[config.mk]
export PLATFORM = sky130hd
export DESIGN_NAME = sobel_frame_ctrl
export DESIGN_NICKNAME = d
export VERILOG_FILES = /design/src/rtl/sobel_ctrl_pkg.sv /design/src/rtl/sobel_ctrl_regs.sv /design/src/rtl/sobel_frame_ctrl.sv
export SDC_FILE = /design/constraint.sdc
export NUM_CORES = 1
export LEC_CHECK = 0
export ABC_AREA = 0
export ABC_CLOCK_PERIOD_IN_PS = 2600
export BUFFER_PORTS_ARGS = -buffer_cell sky130_fd_sc_hd__buf_2
export CORE_MARGIN = 5
export CORE_UTILIZATION = 52
export DETAILED_ROUTE_END_ITERATION = 10
export PLACE_DENSITY = 0.88
export SYNTH_ARGS = -nofsm -noshare
export SYNTH_HDL_FRONTEND = slang
export SYNTH_SLANG_ARGS = --single-unit
[constraint.sdc]
create_clock -name i_clk -period 2.6 [get_ports i_clk]
set_clock_uncertainty 0.15 [all_clocks]
set_input_delay 0.13 -clock i_clk [delete_from_list [all_inputs] [get_ports i_clk]]
set_output_delay 0.13 -clock i_clk [all_outputs]
set_load 0.05 [all_outputs]
[src/rtl/sobel_ctrl_pkg.sv]
// -----------------------------------------------------------------------------
// sobel_ctrl_pkg
//  Shared definitions for the Sobel frame controller:
//   - register byte offsets of the control/status block
//   - CTRL and STATUS bit positions
//   - frame sequencer state encoding
// -----------------------------------------------------------------------------
package sobel_ctrl_pkg;

   // Register byte offsets
   localparam int unsigned REG_CTRL        = 32'h00;
   localparam int unsigned REG_FRAME_WORDS = 32'h04;
   localparam int unsigned REG_STATUS      = 32'h08;
   localparam int unsigned REG_BEAT_COUNT  = 32'h0C;

   // CTRL bits
   localparam int CTRL_START   = 0;  // self-clearing, reads 0
   localparam int CTRL_FILTER  = 1;
   localparam int CTRL_INTR_EN = 2;
   localparam int CTRL_ABORT   = 3;  // self-clearing, reads 0

   // STATUS bits
   localparam int STAT_BUSY = 0;     // read-only
   localparam int STAT_DONE = 1;     // write-1-to-clear
   localparam int STAT_ERR  = 2;     // write-1-to-clear

   typedef enum logic [1:0] {
      ST_IDLE = 2'd0,
      ST_RUN  = 2'd1,
      ST_INTR = 2'd2
   } state_t;

endpackage

[src/rtl/sobel_ctrl_regs.sv]
// -----------------------------------------------------------------------------
// sobel_ctrl_regs
//  Control/status register file of the Sobel frame controller.
//  Decodes register writes, keeps CTRL/FRAME_WORDS/STATUS state, produces the
//  START/ABORT command pulses and returns registered read data.
// Ports
//  i_clk, i_rst_n     clock, asynchronous active-low reset
//  i_reg_addr         register byte offset
//  i_reg_data         write data
//  i_reg_wr_req       one-cycle write strobe
//  i_reg_rd_req       one-cycle read strobe
//  o_reg_data         read data, valid with o_reg_rd_ack
//  o_reg_rd_ack       read acknowledge, one cycle after i_reg_rd_req
//  i_busy             STATUS.BUSY source (sequencer running)
//  i_beat_count       BEAT_COUNT source
//  i_set_done         sets STATUS.DONE
//  i_set_err          sets STATUS.ERR
//  o_start            START command pulse (CTRL write with bit 0 set)
//  o_abort            ABORT command pulse (CTRL write with bit 3 set)
//  o_filter           CTRL.FILTER
//  o_intr_en          CTRL.INTR_EN
//  o_frame_words      FRAME_WORDS register
// -----------------------------------------------------------------------------
module sobel_ctrl_regs
   import sobel_ctrl_pkg::*;
#(
   parameter int ADDR_W = 20,
   parameter int DATA_W = 32
) (
   input  logic              i_clk,
   input  logic              i_rst_n,
   input  logic [ADDR_W-1:0] i_reg_addr,
   input  logic [DATA_W-1:0] i_reg_data,
   input  logic              i_reg_wr_req,
   input  logic              i_reg_rd_req,
   output logic [DATA_W-1:0] o_reg_data,
   output logic              o_reg_rd_ack,
   input  logic              i_busy,
   input  logic [DATA_W-1:0] i_beat_count,
   input  logic              i_set_done,
   input  logic              i_set_err,
   output logic              o_start,
   output logic              o_abort,
   output logic              o_filter,
   output logic              o_intr_en,
   output logic [DATA_W-1:0] o_frame_words
);

   logic              sel_ctrl;
   logic              sel_fw;
   logic              sel_status;
   logic              sel_beat;
   logic              wr_ctrl;
   logic              wr_fw;
   logic              wr_status;
   logic              done;
   logic              err;
   logic [DATA_W-1:0] rd_mux;

   assign sel_ctrl   = (i_reg_addr == ADDR_W'(REG_CTRL));
   assign sel_fw     = (i_reg_addr == ADDR_W'(REG_FRAME_WORDS));
   assign sel_status = (i_reg_addr == ADDR_W'(REG_STATUS));
   assign sel_beat   = (i_reg_addr == ADDR_W'(REG_BEAT_COUNT));

   assign wr_ctrl   = i_reg_wr_req & sel_ctrl;
   assign wr_fw     = i_reg_wr_req & sel_fw;
   assign wr_status = i_reg_wr_req & sel_status;

   // START and ABORT are never stored: they act as pulses in the write cycle.
   assign o_start = wr_ctrl & i_reg_data[CTRL_START];
   assign o_abort = wr_ctrl & i_reg_data[CTRL_ABORT];

   // NOTE: state is updated with non-blocking (<=) so every flop samples the
   // pre-edge values and the result does not depend on process ordering.
   always_ff @(posedge i_clk or negedge i_rst_n) begin
      if (!i_rst_n) begin
         o_filter      <= 1'b0;
         o_intr_en     <= 1'b0;
         o_frame_words <= '0;
         done          <= 1'b0;
         err           <= 1'b0;
      end else begin
         if (wr_ctrl) begin
            o_filter  <= i_reg_data[CTRL_FILTER];
            o_intr_en <= i_reg_data[CTRL_INTR_EN];
         end
         if (wr_fw) begin
            o_frame_words <= i_reg_data;
         end
         // The set term is OR-ed after the W1C mask, so a same-cycle set wins.
         done <= (done & ~(wr_status & i_reg_data[STAT_DONE])) | i_set_done;
         err  <= (err  & ~(wr_status & i_reg_data[STAT_ERR]))  | i_set_err;
      end
   end

   // NOTE: rd_mux gets a default before any branch, so no path leaves it
   // unassigned and no latch is inferred.
   always_comb begin
      rd_mux = '0;
      if (sel_ctrl) begin
         rd_mux[CTRL_FILTER]  = o_filter;
         rd_mux[CTRL_INTR_EN] = o_intr_en;
      end else if (sel_fw) begin
         rd_mux = o_frame_words;
      end else if (sel_status) begin
         rd_mux[STAT_BUSY] = i_busy;
         rd_mux[STAT_DONE] = done;
         rd_mux[STAT_ERR]  = err;
      end else if (sel_beat) begin
         rd_mux = i_beat_count;
      end
   end

   always_ff @(posedge i_clk or negedge i_rst_n) begin
      if (!i_rst_n) begin
         o_reg_rd_ack <= 1'b0;
         o_reg_data   <= '0;
      end else begin
         o_reg_rd_ack <= i_reg_rd_req;
         if (i_reg_rd_req) begin
            o_reg_data <= rd_mux;
         end
      end
   end

endmodule

[src/rtl/sobel_frame_ctrl.sv]
// -----------------------------------------------------------------------------
// sobel_frame_ctrl
//  Frame-level sequencer between the PCIe stream ports and the Sobel filter
//  core. Gates the three line-input handshakes and the result handshake while
//  a frame is running, counts result beats and raises the frame-done interrupt.
//  Data buses bypass this block; only valid/ack pass through it.
// Ports
//  i_clk, i_rst_n        clock, asynchronous active-low reset
//  i_reg_*/o_reg_*       register access (see sobel_ctrl_regs)
//  i_pcie_line_valid     line 1..3 valids from PCIe
//  o_pcie_line_ack       line acks back to PCIe (gated)
//  o_core_line_valid     line valids to the core (gated)
//  i_core_line_ack       line acks from the core
//  i_core_res_valid      result valid from the core
//  o_core_res_ack        result ack to the core (gated)
//  o_pcie_res_valid      result valid to PCIe (gated)
//  i_pcie_res_ack        result ack from PCIe
//  o_filter              filter enable to the core
//  o_intr_req            frame-done interrupt request (registered)
//  i_intr_ack            interrupt acknowledge
// -----------------------------------------------------------------------------
module sobel_frame_ctrl
   import sobel_ctrl_pkg::*;
#(
   parameter int ADDR_W = 20,
   parameter int DATA_W = 32,
   parameter int CNT_W  = 32
) (
   input  logic              i_clk,
   input  logic              i_rst_n,
   input  logic [ADDR_W-1:0] i_reg_addr,
   input  logic [DATA_W-1:0] i_reg_data,
   input  logic              i_reg_wr_req,
   input  logic              i_reg_rd_req,
   output logic [DATA_W-1:0] o_reg_data,
   output logic              o_reg_rd_ack,
   input  logic [2:0]        i_pcie_line_valid,
   output logic [2:0]        o_pcie_line_ack,
   output logic [2:0]        o_core_line_valid,
   input  logic [2:0]        i_core_line_ack,
   input  logic              i_core_res_valid,
   output logic              o_core_res_ack,
   output logic              o_pcie_res_valid,
   input  logic              i_pcie_res_ack,
   output logic              o_filter,
   output logic              o_intr_req,
   input  logic              i_intr_ack
);

   state_t            state;
   state_t            state_nxt;
   logic              run;
   logic              beat;
   logic              last_beat;
   logic              start;
   logic              abort;
   logic              intr_en;
   logic [DATA_W-1:0] frame_words;
   logic [CNT_W-1:0]  beat_count;
   logic [CNT_W-1:0]  frame_words_q;
   logic              set_done;
   logic              set_err;
   logic              cnt_clear;
   logic              cnt_inc;

   sobel_ctrl_regs #(
      .ADDR_W (ADDR_W),
      .DATA_W (DATA_W)
   ) u_regs (
      .i_clk         (i_clk),
      .i_rst_n       (i_rst_n),
      .i_reg_addr    (i_reg_addr),
      .i_reg_data    (i_reg_data),
      .i_reg_wr_req  (i_reg_wr_req),
      .i_reg_rd_req  (i_reg_rd_req),
      .o_reg_data    (o_reg_data),
      .o_reg_rd_ack  (o_reg_rd_ack),
      .i_busy        (run),
      .i_beat_count  (DATA_W'(beat_count)),
      .i_set_done    (set_done),
      .i_set_err     (set_err),
      .o_start       (start),
      .o_abort       (abort),
      .o_filter      (o_filter),
      .o_intr_en     (intr_en),
      .o_frame_words (frame_words)
   );

   // Handshake gating: everything is closed unless a frame is running.
   assign run               = (state == ST_RUN);
   assign o_core_line_valid = i_pcie_line_valid & {3{run}};
   assign o_pcie_line_ack   = i_core_line_ack & {3{run}};
   assign o_pcie_res_valid  = i_core_res_valid & run;
   assign o_core_res_ack    = i_pcie_res_ack & run;
   assign beat              = o_pcie_res_valid & i_pcie_res_ack;

   // Compared against the copy latched at START, so FRAME_WORDS writes made
   // during a frame only apply to the next one.
   assign last_beat = (beat_count == frame_words_q - CNT_W'(1));

   always_ff @(posedge i_clk or negedge i_rst_n) begin
      if (!i_rst_n) begin
         state      <= ST_IDLE;
         o_intr_req <= 1'b0;
      end else begin
         state      <= state_nxt;
         o_intr_req <= (state_nxt == ST_INTR);
      end
   end

   always_comb begin
      state_nxt = state;
      set_done  = 1'b0;
      set_err   = 1'b0;
      cnt_clear = 1'b0;
      cnt_inc   = 1'b0;
      case (state)
         ST_IDLE: begin
            if (start) begin
               if (frame_words != '0) begin
                  cnt_clear = 1'b1;
                  state_nxt = ST_RUN;
               end else begin
                  set_err = 1'b1;
               end
            end
         end
         ST_RUN: begin
            cnt_inc = beat;
            if (start) begin
               set_err = 1'b1;
            end
            // ABORT takes priority over a coincident final beat; the beat
            // itself is still counted.
            if (abort) begin
               set_err   = 1'b1;
               state_nxt = ST_IDLE;
            end else if (beat && last_beat) begin
               set_done  = 1'b1;
               state_nxt = intr_en ? ST_INTR : ST_IDLE;
            end
         end
         ST_INTR: begin
            if (start) begin
               set_err = 1'b1;
            end
            if (i_intr_ack) begin
               state_nxt = ST_IDLE;
            end
         end
         default: state_nxt = ST_IDLE;
      endcase
   end

   always_ff @(posedge i_clk or negedge i_rst_n) begin
      if (!i_rst_n) begin
         beat_count    <= '0;
         frame_words_q <= '0;
      end else if (cnt_clear) begin
         beat_count    <= '0;
         frame_words_q <= CNT_W'(frame_words);
      end else if (cnt_inc) begin
         beat_count <= beat_count + CNT_W'(1);
      end
   end

endmodule

==> impl_metrics.env, run 1 <==
export IMPL_r2r_end="state[1]$_DFF_PN0_"
export IMPL_fp_dieW_um=127.8
export IMPL_seq_area_um2=3407
export IMPL_detail_route_antenna_nets=0
export IMPL_slew_violations=0
export IMPL_r2r_slack_ns=-0.12
export IMPL_leakage_nw=4.552
export IMPL_start_util_pct=52.41
export IMPL_syn_nets=763
export IMPL_area_growth_pct=32.29
export IMPL_drv_cap=0
export IMPL_core_um2=13770
export IMPL_violations="setup timing"
export IMPL_first_iter_violations=613
export IMPL_cp_cell_sequence="nor4_4 -> buf_4 -> and4b_1 -> nand4_1 -> a2111o_1 -> nor4_2 -> and4_4 -> a41o_1"
export IMPL_dieHeight_um=127.8
export IMPL_fillCellCount=975
export IMPL_dpl_hpwl_mm=13.91
export IMPL_hold_slack_ns=0.01946
export IMPL_place_ws_ns=-0.1110
export IMPL_synthArstFlopShare_pct=100.0
export IMPL_synthCells=696
export IMPL_num_vias=6641
export IMPL_crit_family="simple AND/OR/NAND/NOR gates"
export IMPL_hp_class="input pin to register"
export IMPL_antenna_found_initial=1
export IMPL_insertion_delay_ns=0.44
export IMPL_yosysTopAreaCellShare_pct=47.15
export IMPL_cts_sinks=136
export IMPL_yosysTopAreaCell="dfrtp_1"
export IMPL_crit_path_max_fanout=4
export IMPL_layout_nets=964
export IMPL_max_stage_delay_ns=0.47
export IMPL_die_area_um2=16340
export IMPL_cts_clk_slew_worst_paths_ns=0.06
export IMPL_cts_made_buffers=17
export IMPL_rsz0062_at_grt="yes"
export IMPL_path_buf_inv=1
export IMPL_viasPerCell=6.087
export IMPL_worstSetupPathType="register to register"
export IMPL_hold_path_depth=5
export IMPL_min_to="u_regs.o_reg_data[0]$_DFFE_PN0P_"
export IMPL_pin_count=108
export IMPL_worstSetupEndpointType="register"
export IMPL_setup_viol=4
export IMPL_peakVddDrop_v=0.0005652
export IMPL_crit_path_start_kind="register"
export IMPL_rr_worst_depth=8
export IMPL_period_minus_slack_ns=2.716
export IMPL_finalPower_mw=4.984
export IMPL_port_buffers=107
export IMPL_yosysSeqAreaShare_pct=47.15
export IMPL_routedWlPerCell_um=20.35
export IMPL_min_delay_start="i_reg_addr[0]"
export IMPL_fin_ws_ns=-0.1160
export IMPL_layout_common_cells="dfrtp_1 (133), buf_2 (106), nor2_1 (82), buf_4 (80), mux2_2 (62)"
export IMPL_dp_cells=1010
export IMPL_drive_above_1_share_pct=36.26
export IMPL_num_rows=43
export IMPL_synth_top_flop_cell="dfrtp_1"
export IMPL_cts_root_buffer="clkbuf_16"
export IMPL_instances_no_fill=1091
export IMPL_cp_slowest_cell="dfrtp_2"
export IMPL_place_gp_congestion=0.9392
export IMPL_synth_distinct_cells=64
export IMPL_grt_ovfl_total=0
export IMPL_tritoncts="built"
export IMPL_finalWirelength_mm=22.20
export IMPL_fin_crit_sh_pct=104.5
export IMPL_grt_total_usage_pct=26.46
export IMPL_first_global_vias=6706
export IMPL_power_density_nw_per_um2=522.0
export IMPL_relSlewSlack_pct=60.25
export IMPL_layout_commonest_cell="dfrtp_1"
export IMPL_synth_area_per_cell_um2=10.37
export IMPL_multiInputGateArea_um2=3656
export IMPL_crit_required_ns=2.81
export IMPL_hold_viol=0
export IMPL_worst_slew_pin_slew_ns=0.5962
export IMPL_grt_pass1_wl_mm=34.13
export IMPL_synth_top_cells_by_area="dfrtp_1 (47%), mux2_2 (9.7%), nor2_1 (4.3%), xor2_1 (4.2%), xnor2_1 (4.1%)"
export IMPL_cp_num_cells=8
export IMPL_drtPass1Iterations=7
export IMPL_fin_util_pct=69.33
export IMPL_max_freq_mhz=368.2
export IMPL_syn_area_um2=7218
export IMPL_crit_arrival_ns=2.93
export IMPL_htreeDepth=4
export IMPL_yosys_warnings=0
export IMPL_ys_ff_latch=136
export IMPL_grt_max_degree=64
export IMPL_r2r_start="frame_words_q[0]$_DFFE_PN0P_"
export IMPL_clk_path_buf_depth=2
export IMPL_drc_errors=0
export IMPL_status="finished, violations left"
export IMPL_synth_edf_count=0
## worst register-to-register path: stages, from the launching register on
cell      delay, ns
dfrtp_2        0.47
nor4_4         0.43
buf_4          0.19
and4b_1        0.21
nand4_1        0.12
a2111o_1       0.41
nor4_2         0.22
and4_4         0.29
a41o_1         0.17
## metrics by stage
| step | area, um2 | TNS (ns) |
|---|---|---|
| 2_1_floorplan | 7226 | 0 |
| 3_3_place_gp | 8354 | -0.008232 |
| 3_5_place_dp | 8354 | -0.2956 |
| 4_1_cts | 9394 | 0 |
| 5_1_grt | 9547 | -0.6849 |
| 6_report | 9549 | -0.4083 |
## registers in the layout, summed over array words and instances, names as in the netlist
register and count:
u_regs.o_reg_data 32, u_regs.o_filter 1, u_regs.err 1, u_regs.o_intr_en 1, o_intr_req 1, state 2, beat_count 32, u_regs.o_reg_rd_ack 1
u_regs.o_frame_words 32, frame_words_q 32, u_regs.done 1
## synth_stat cells (7+ instances only)
| library cell | n |
|---|---|
| nor2_1 | 83 |
| xnor2_1 | 34 |
| a22oi_1 | 29 |
| nand3_1 | 21 |
| nor4_1 | 17 |
| nand4_1 | 24 |
| and2_1 | 12 |
| buf_2 | 7 |
| dfrtp_1 | 136 |
| and3_1 | 9 |
| o21ai_0 | 15 |
| xor2_1 | 35 |
| nor3_1 | 12 |
| nand2_1 | 32 |
| clkbuf_1 | 24 |
| a21oi_1 | 36 |
| buf_4 | 7 |
| mux2_2 | 62 |
| inv_1 | 11 |
## how the worst max path moves through the flow
stage | end | startpoint
global placement | o_intr_req$_DFF_PN0_ | frame_words_q[3]$_DFFE_PN0P_
CTS | u_regs.done$_DFF_PN0_ | frame_words_q[0]$_DFFE_PN0P_
detailed placement | state[1]$_DFF_PN0_ | frame_words_q[3]$_DFFE_PN0P_
global route | state[1]$_DFF_PN0_ | frame_words_q[0]$_DFFE_PN0P_
finish | state[1]$_DFF_PN0_ | frame_words_q[0]$_DFFE_PN0P_
floorplan | o_intr_req$_DFF_PN0_ | frame_words_q[0]$_DFFE_PN0P_
## power by group
part	internal (mW)	total (mW)	switching, mW
Combinational	0.115	0.346	0.231
Sequential	2.15	2.17	0.0177
Clock	1.46	2.47	1.01
Total	3.72	4.98	1.26
## area by class of cell
class                           count  area share, %
Multi-Input combinational cell    501          38.29
Sequential cell                   136          35.68
Timing Repair Buffer              230          16.92
Clock buffer                       18          4.599
Tap cell                          180          2.358
Clock inverter                     14          1.703
Inverter                           11         0.4324
Antenna cell                        1        0.02621
## layer usage
layer	share of wire, %	routed length (um)	GRT usage, %
met5	0	0	0
met4	4.4	986	11.80
met3	7.9	1749	6.667
met2	49	10770	43.04
met1	39	8693	33.46
## cells by family (layout without fill, tap and decap cells)
group	count (synthesis)	count (layout)	share of synthesized area [%]
xor+xnor	70	70	8.684
simple gates	253	253	19.10
other cells	0	1	0
compound gates	112	112	10.35
mux	64	64	10.30
flops	136	136	47.15
buf+inv	59	273	4.073
fa+ha+maj	2	2	0.3466
## what timing repair did
item | 4_1_cts | 5_1_grt
hold buffers | 37 | 0
hold endpoints to repair | 109 | 0
pin swaps | 9 | 16
endpoints found under the setup margin | 4 | 29
resized for setup | 9 | 27
buffers inserted | 4 | 7
Note: power is estimated with default switching activity, not from simulation.
==> inputs of run 2 (changes only) <==
--- a/config.mk
+++ b/config.mk
@@ -5,11 +5,11 @@
 export SDC_FILE = /design/constraint.sdc
 export NUM_CORES = 1
 export LEC_CHECK = 0
-export ABC_AREA = 0
+export ABC_AREA = 1
 export ABC_CLOCK_PERIOD_IN_PS = 2600
 export BUFFER_PORTS_ARGS = -buffer_cell sky130_fd_sc_hd__buf_2
 export CORE_MARGIN = 5
-export CORE_UTILIZATION = 52
+export CORE_UTILIZATION = 53
 export DETAILED_ROUTE_END_ITERATION = 10
 export PLACE_DENSITY = 0.88
 export SYNTH_ARGS = -nofsm -noshare
==> run 2 against run 1 <==
The flow now finishes without violations. Critical path type unchanged. Clock power is 2% lower. Critical endpoint is now frame_words_q[19]$_DFFE_PN0P_. First-iteration DRC count is 110% higher. Combinational power is 37% higher. Sequential share of layout area is 0.25 points lower. Via count is 21% higher. Synthesized cell count is 45% higher. Final area is 0.64% higher. Routed wire length is 17% higher. Setup slack better by 0.16 ns.
==> impl_metrics.env, run 2 <==
export IMPL_power_density_nw_per_um2=531.8
export IMPL_first_iter_violations=1262
export IMPL_num_vias=8015
export IMPL_synthArstFlopShare_pct=100.0
export IMPL_synth_top_flop_cell="dfrtp_1"
export IMPL_layout_nets=1227
export IMPL_ys_ff_latch=136
export IMPL_antenna_cells=0
export IMPL_core_um2=14590
export IMPL_first_global_vias=7988
export IMPL_fp_dieW_um=132.0
export IMPL_synth_area_per_cell_um2=7.816
export IMPL_seq_area_um2=3405
export IMPL_layout_common_cells="nand2_1 (281), dfrtp_1 (135), inv_1 (130), buf_2 (106), nor2_1 (101)"
export IMPL_r2r_slack_ns=0.04
export IMPL_area_growth_pct=21.86
export IMPL_finalPower_mw=5.111
export IMPL_drv_cap=0
export IMPL_cts_made_buffers=17
export IMPL_grt_total_usage_pct=29.91
export IMPL_die_area_um2=17420
export IMPL_port_buffers=107
export IMPL_min_to="u_regs.done$_DFF_PN0_"
export IMPL_timing_setup_tns_ns=0
export IMPL_grt_pass1_wl_mm=42.41
export IMPL_clk_path_buf_depth=2
export IMPL_yosysSeqAreaShare_pct=43.15
export IMPL_period_minus_slack_ns=2.557
export IMPL_peakVddDrop_v=0.0006721
export IMPL_antenna_found_initial=0
export IMPL_crit_path_max_fanout=17
export IMPL_synth_top_cells_by_area="dfrtp_1 (43%), nand2_1 (13%), inv_1 (6.2%), nor2_1 (5.0%), mux2_2 (4.0%)"
export IMPL_routedWlPerCell_um=19.14
export IMPL_drive_above_1_share_pct=20.72
export IMPL_layout_commonest_cell="nand2_1"
export IMPL_dpl_hpwl_mm=16.49
export IMPL_yosysTopAreaCellShare_pct=43.15
export IMPL_synthCells=1009
export IMPL_htreeDepth=4
export IMPL_pin_count=108
export IMPL_hold_viol=0
export IMPL_viasPerCell=5.906
export IMPL_cts_root_buffer="clkbuf_16"
export IMPL_synth_distinct_cells=49
export IMPL_synth_xor_area_share_pct=4.220
export IMPL_dieHeight_um=132.0
export IMPL_synth_edf_count=0
export IMPL_worstSetupPathType="register to register"
export IMPL_cts_clk_slew_worst_paths_ns=0.07
export IMPL_yosysTopAreaCell="dfrtp_1"
export IMPL_hold_path_depth=7
export IMPL_grt_ovfl_total=0
export IMPL_detail_route_antenna_nets=0
export IMPL_multiInputGateArea_um2=3854
export IMPL_synth_most_common_cell="nand2_1"
export IMPL_r2r_start="u_regs.o_frame_words[20]$_DFFE_PN0P_"
export IMPL_dp_cells=1285
export IMPL_status="finished, final reports clean"
export IMPL_synthTopCellsByCount="nand2_1 (281), dfrtp_1 (136), inv_1 (130), nor2_1 (105), nand3_1 (31)"
export IMPL_tritoncts="built"
export IMPL_fin_ws_ns=0.04349
export IMPL_syn_nets=1076
export IMPL_synth_compound_area_share_pct=7.726
export IMPL_grt_max_degree=67
export IMPL_drtPass1Iterations=6
export IMPL_hold_slack_ns=0.06790
export IMPL_leakage_nw=5.018
export IMPL_fin_util_pct=65.87
export IMPL_synth_simple_gate_area_share_pct=32.16
export IMPL_place_gp_congestion=0.9297
export IMPL_synth_area_mux_share_pct=3.998
export IMPL_design_area_um2=9610
export IMPL_synth_top_family_by_area="simple AND/OR/NAND/NOR gates"
export IMPL_syn_area_um2=7886
export IMPL_r2r_end="frame_words_q[19]$_DFFE_PN0P_"
export IMPL_max_freq_mhz=391.2
export IMPL_placed_area_um2=8603
export IMPL_insertion_delay_ns=0.43
export IMPL_slew_violations=0
export IMPL_cts_sinks=136
export IMPL_fin_crit_sh_pct=98.33
export IMPL_synth_adder_area_share_pct=0.3173
export IMPL_place_ws_ns=0.03530
export IMPL_start_util_pct=54.06
export IMPL_crit_arrival_ns=2.75
export IMPL_num_rows=44
export IMPL_yosys_warnings=0
export IMPL_crit_path_start_kind="register"
export IMPL_min_delay_start="i_reg_addr[2]"
export IMPL_drc_errors=0
export IMPL_instances_no_fill=1357
export IMPL_worst_slew_pin_slew_ns=0.9721
export IMPL_rr_worst_depth=8
export IMPL_worstSetupEndpointType="register"
export IMPL_crit_required_ns=2.79
export IMPL_relSlewSlack_pct=34.98
export IMPL_setup_viol=0
export IMPL_finalWirelength_mm=25.97
export IMPL_hp_class="input pin to register"
export IMPL_fillCellCount=996
==> run 2: cell count changes after synthesis, moves of 12 or more <==
| cell | before | now |
|---|---|---|
| nor2_2 | 0 | 13 |
| mux2_2 | 62 | 28 |
| o22ai_1 | 1 | 30 |
| o21ai_1 | 0 | 30 |
| a21oi_1 | 36 | 12 |
| xnor2_1 | 34 | 12 |
| clkbuf_1 | 24 | 7 |
| nor3_1 | 12 | 24 |
| nand2_1 | 32 | 281 |
| a22oi_1 | 29 | 0 |
| inv_1 | 11 | 130 |
| nor2_1 | 83 | 105 |
==> run 2: metal layers <==
| layer | vias up | global-route usage, % | wire length [um] |
|---|---|---|---|
| met5 | - | 0 | 0 |
| met3 | 122 | 7.748 | 3023 |
| met2 | 624 | 48.32 | 12410 |
| met4 | 0 | 12.00 | 998 |
| met1 | 3716 | 38.50 | 9542 |
| li1 | 3553 | - | - |
==> run 2: layout make-up <==
cell class | count | share of cell area [%]
inverters | 135 | 5.273
flip-flops and latches | 136 | 35.43
clock inverters | 15 | 1.588
clock buffers | 17 | 4.427
multi-input cells | 711 | 40.10
repair buffers | 159 | 10.79
well taps | 184 | 2.396
==> run 2: repair_timing <==
item,CTS,global route
setup buffers,0,3
hold buffers,37,0
hold endpoints to repair,101,0
gates cloned,0,0
endpoints found under the setup margin,2,12
resized for setup,1,9
pin swaps,0,2
==> run 2: cells by family after synthesis <==
| group | after synthesis |
|---|---|
| muxes | 28 |
| buffers and inverters | 162 |
| AOI/OAI and AO/OA | 107 |
| DFF | 136 |
| and+or+nand+nor | 536 |
| adders and majority gates | 2 |
| xor gates and xnor gates | 38 |
==> run 2: worst max-delay path by stage <==
| stage | startpoint | end | slack (ns) | cells past startpoint |
|---|---|---|---|---|
| 2_1_floorplan | frame_words_q[0]$_DFFE_PN0P_ | o_intr_req$_DFF_PN0_ | 0.55 | 12 |
| 3_3_place_gp | frame_words_q[0]$_DFFE_PN0P_ | state[0]$_DFF_PN0_ | 0.03 | 13 |
| 3_5_place_dp | frame_words_q[0]$_DFFE_PN0P_ | state[0]$_DFF_PN0_ | 0.04 | 13 |
| 4_1_cts | frame_words_q[0]$_DFFE_PN0P_ | o_intr_req$_DFF_PN0_ | 0.03 | 12 |
| 5_1_grt | frame_words_q[0]$_DFFE_PN0P_ | state[0]$_DFF_PN0_ | -0.007 | 13 |
| 6_report | u_regs.o_frame_words[20]$_DFFE_PN0P_ | frame_words_q[19]$_DFFE_PN0P_ | 0.04 | 8 |
==> run 2: critical path, stage by stage (launching register included) <==
cell     delay, ns
dfrtp_1       0.41
nor4_1        0.51
nand4_1       0.38
nor2_4        0.32
nor2_4        0.08
nand2_4       0.17
buf_4         0.25
nand2_1       0.09
o21ai_1       0.10
==> run 2: power breakdown <==
part           internal [mW]  leakage (nW)  switching, mW
clock                   1.35         0.278           1.05
sequential              2.16          1.79         0.0736
combinational          0.165          2.95          0.310
==> inputs of run 3 (changes only) <==
--- a/config.mk
+++ b/config.mk
@@ -8,6 +8,7 @@
 export ABC_AREA = 1
 export ABC_CLOCK_PERIOD_IN_PS = 2600
 export BUFFER_PORTS_ARGS = -buffer_cell sky130_fd_sc_hd__buf_2
+export CAP_MARGIN = 40
 export CORE_MARGIN = 5
 export CORE_UTILIZATION = 53
 export DETAILED_ROUTE_END_ITERATION = 10
==> constraint.sdc (replaced) <==
create_clock -name i_clk -period 2.6 [get_ports i_clk]
set_clock_uncertainty 0.15 [all_clocks]
set_input_delay 0.26 -clock i_clk [delete_from_list [all_inputs] [get_ports i_clk]]
set_output_delay 0.26 -clock i_clk [all_outputs]
set_load 0.05 [all_outputs]
==> run 3 against run 2 <==
Power decreased by 1.2%. Routed wire length decreased by 2.4%. Sequential share of layout area up 0.23 points. Die area did not move. Hold slack lost 0.061 ns. Register-to-register slack got worse by 0.03 ns. Final cell count down 0.52%. Sequential power about the same. Highest routed layer unchanged. Critical endpoint is now beat_count[28]$_DFFE_PN0P_.
==> impl_metrics.env, run 3 (synthesis gave the netlist of run 2 again) <==
export IMPL_pin_count=108
export IMPL_routedWlPerCell_um=18.77
export IMPL_cts_made_buffers=17
export IMPL_r2r_slack_ns=0.009
export IMPL_cp_slowest_cell="nor4_1"
export IMPL_fp_dieW_um=132.0
export IMPL_area_growth_pct=21.09
export IMPL_worstSetupEndpointType="register"
export IMPL_num_vias=7945
export IMPL_r2r_start="u_regs.o_frame_words[20]$_DFFE_PN0P_"
export IMPL_crit_required_ns=2.77
export IMPL_p_seq_share_pct=44.2
export IMPL_tritoncts="built"
export IMPL_finalPower_mw=5.050
export IMPL_placed_area_um2=8623
export IMPL_detail_route_antenna_nets=0
export IMPL_first_iter_violations=1323
export IMPL_layout_nets=1220
export IMPL_switching_share_pct=28.85
export IMPL_crit_arrival_ns=2.76
export IMPL_status="finished, final reports clean"
export IMPL_instances_no_fill=1350
export IMPL_grt_ovfl_total=0
export IMPL_hp_class="input pin to register"
export IMPL_fin_util_pct=65.45
export IMPL_layout_commonest_cell="nand2_1"
export IMPL_period_minus_slack_ns=2.591
export IMPL_min_delay_start="i_reg_data[1]"
export IMPL_cp_cell_sequence="nor4_1 -> nand4_1 -> nor2_2 -> nor2_4 -> nand2_4 -> nand2_1 -> o21ai_0"
export IMPL_path_buf_inv=0
export IMPL_slew_violations=0
export IMPL_drc_errors=0
export IMPL_insertion_delay_ns=0.43
export IMPL_worst_slew_pin_slew_ns=1.023
export IMPL_worstSetupPathType="register to register"
export IMPL_die_area_um2=17420
export IMPL_p_sw_mw=1.457
export IMPL_cts_sinks=136
export IMPL_drv_cap=0
export IMPL_relSlewSlack_pct=31.56
export IMPL_finalWirelength_mm=25.34
export IMPL_grt_pass1_wl_mm=41.24
export IMPL_viasPerCell=5.885
export IMPL_dpl_hpwl_mm=16.38
export IMPL_min_to="u_regs.o_filter$_DFFE_PN0P_"
export IMPL_first_global_vias=7968
export IMPL_place_ws_ns=0.04862
export IMPL_power_density_nw_per_um2=528.8
export IMPL_hold_viol=0
export IMPL_fin_crit_sh_pct=99.66
export IMPL_rsz0062_at_grt="no"
export IMPL_antenna_found_initial=0
export IMPL_cts_root_buffer="clkbuf_16"
export IMPL_hold_slack_ns=0.007140
export IMPL_grt_max_degree=56
export IMPL_crit_path_max_fanout=22
export IMPL_timing_setup_tns_ns=0
export IMPL_antenna_cells=0
export IMPL_hold_path_depth=3
export IMPL_core_um2=14590
export IMPL_peakVddDrop_v=0.0005521
export IMPL_dieHeight_um=132.0
export IMPL_cts_clk_slew_worst_paths_ns=0.07
export IMPL_multiInputGateArea_um2=3849
export IMPL_fillCellCount=1023
export IMPL_r2r_end="beat_count[28]$_DFFE_PN0P_"
export IMPL_crit_path_start_kind="register"
export IMPL_p_comb_share_pct=9.1
export IMPL_dp_cells=1286
export IMPL_layout_common_cells="nand2_1 (281), dfrtp_1 (135), inv_1 (130), buf_2 (106), nor2_1 (105)"
export IMPL_clk_path_buf_depth=2
export IMPL_place_gp_congestion=0.9793
export IMPL_port_buffers=107
export IMPL_rr_worst_depth=7
export IMPL_fin_ws_ns=0.008717
export IMPL_grt_total_usage_pct=29.05
export IMPL_num_rows=44
export IMPL_htreeDepth=4
export IMPL_setup_viol=0
export IMPL_drtPass1Iterations=8
export IMPL_start_util_pct=54.06
export IMPL_max_freq_mhz=385.9
export IMPL_leakage_nw=4.989
export IMPL_power_frac_clock_pct=46.7
export IMPL_intPower_mw=3.593
export IMPL_max_stage_delay_ns=0.48
export IMPL_crit_family="simple AND/OR/NAND/NOR gates"
export IMPL_design_area_um2=9549
export IMPL_drive_above_1_share_pct=20.58
export IMPL_crit_path_start="u_regs.o_frame_words[20]$_DFFE_PN0P_"
export IMPL_seq_area_um2=3405
run 3: cell count changes in the layout (fill, tap and decap cells not counted), moves of 2 or more:
cell           delta
dlygate4sd3_1     -6
clkinv_8          +2
buf_4             -2
nor2_1            +4
clkinv_4          +2
nor2_2            -3
run 3: layout make-up:
class,instances,area share (%)
clock buffers,17,4.455
clock inverters,15,1.585
inverters,135,5.307
multi-input cells,711,40.30
flip-flops and latches,136,35.65
well taps,184,2.411
repair buffers,152,10.29
run 3: power by group through the flow:
stage          sequential (mW)  combinational [mW]  clock (mW)
5_1_grt                   2.24               0.510        2.44
4_1_cts                   2.23               0.452        2.33
6_report                  2.23               0.461        2.36
2_1_floorplan             2.25               0.233           0
3_5_place_dp              2.27               0.403           0
3_3_place_gp              2.26               0.395           0
run 3: worst reg2reg max path, stage by stage, from the launching register on:
cell	delay, ns
dfrtp_1	0.40
nor4_1	0.48
nand4_1	0.30
nor2_2	0.35
nor2_4	0.08
nand2_4	0.24
nand2_1	0.20
o21ai_0	0.28
run 3: metal layers:
metal  GRT usage [%]  part of all wire, %
met1           38.12                   37
met2           46.07                   47
met3           6.107                   11
met4           13.83                  4.5
met5               0                    0
run 3: worst max-delay path by stage:
| stage | end | cells after the start |
|---|---|---|
| after detailed placement | state[0]$_DFF_PN0_ | 13 |
| final | beat_count[28]$_DFFE_PN0P_ | 7 |
| after global routing | state[1]$_DFF_PN0_ | 12 |
| after CTS | state[0]$_DFF_PN0_ | 13 |
| after global placement | state[0]$_DFF_PN0_ | 13 |
| after floorplan | o_intr_req$_DFF_PN0_ | 12 |
run 3: repair_timing:
| item | CTS | global route |
|---|---|---|
| gates resized for setup | 0 | 7 |
| setup buffers | 0 | 1 |
| setup endpoints to repair | 0 | 7 |
| endpoints found under the hold margin | 83 | 0 |
| hold buffers | 31 | 0 |
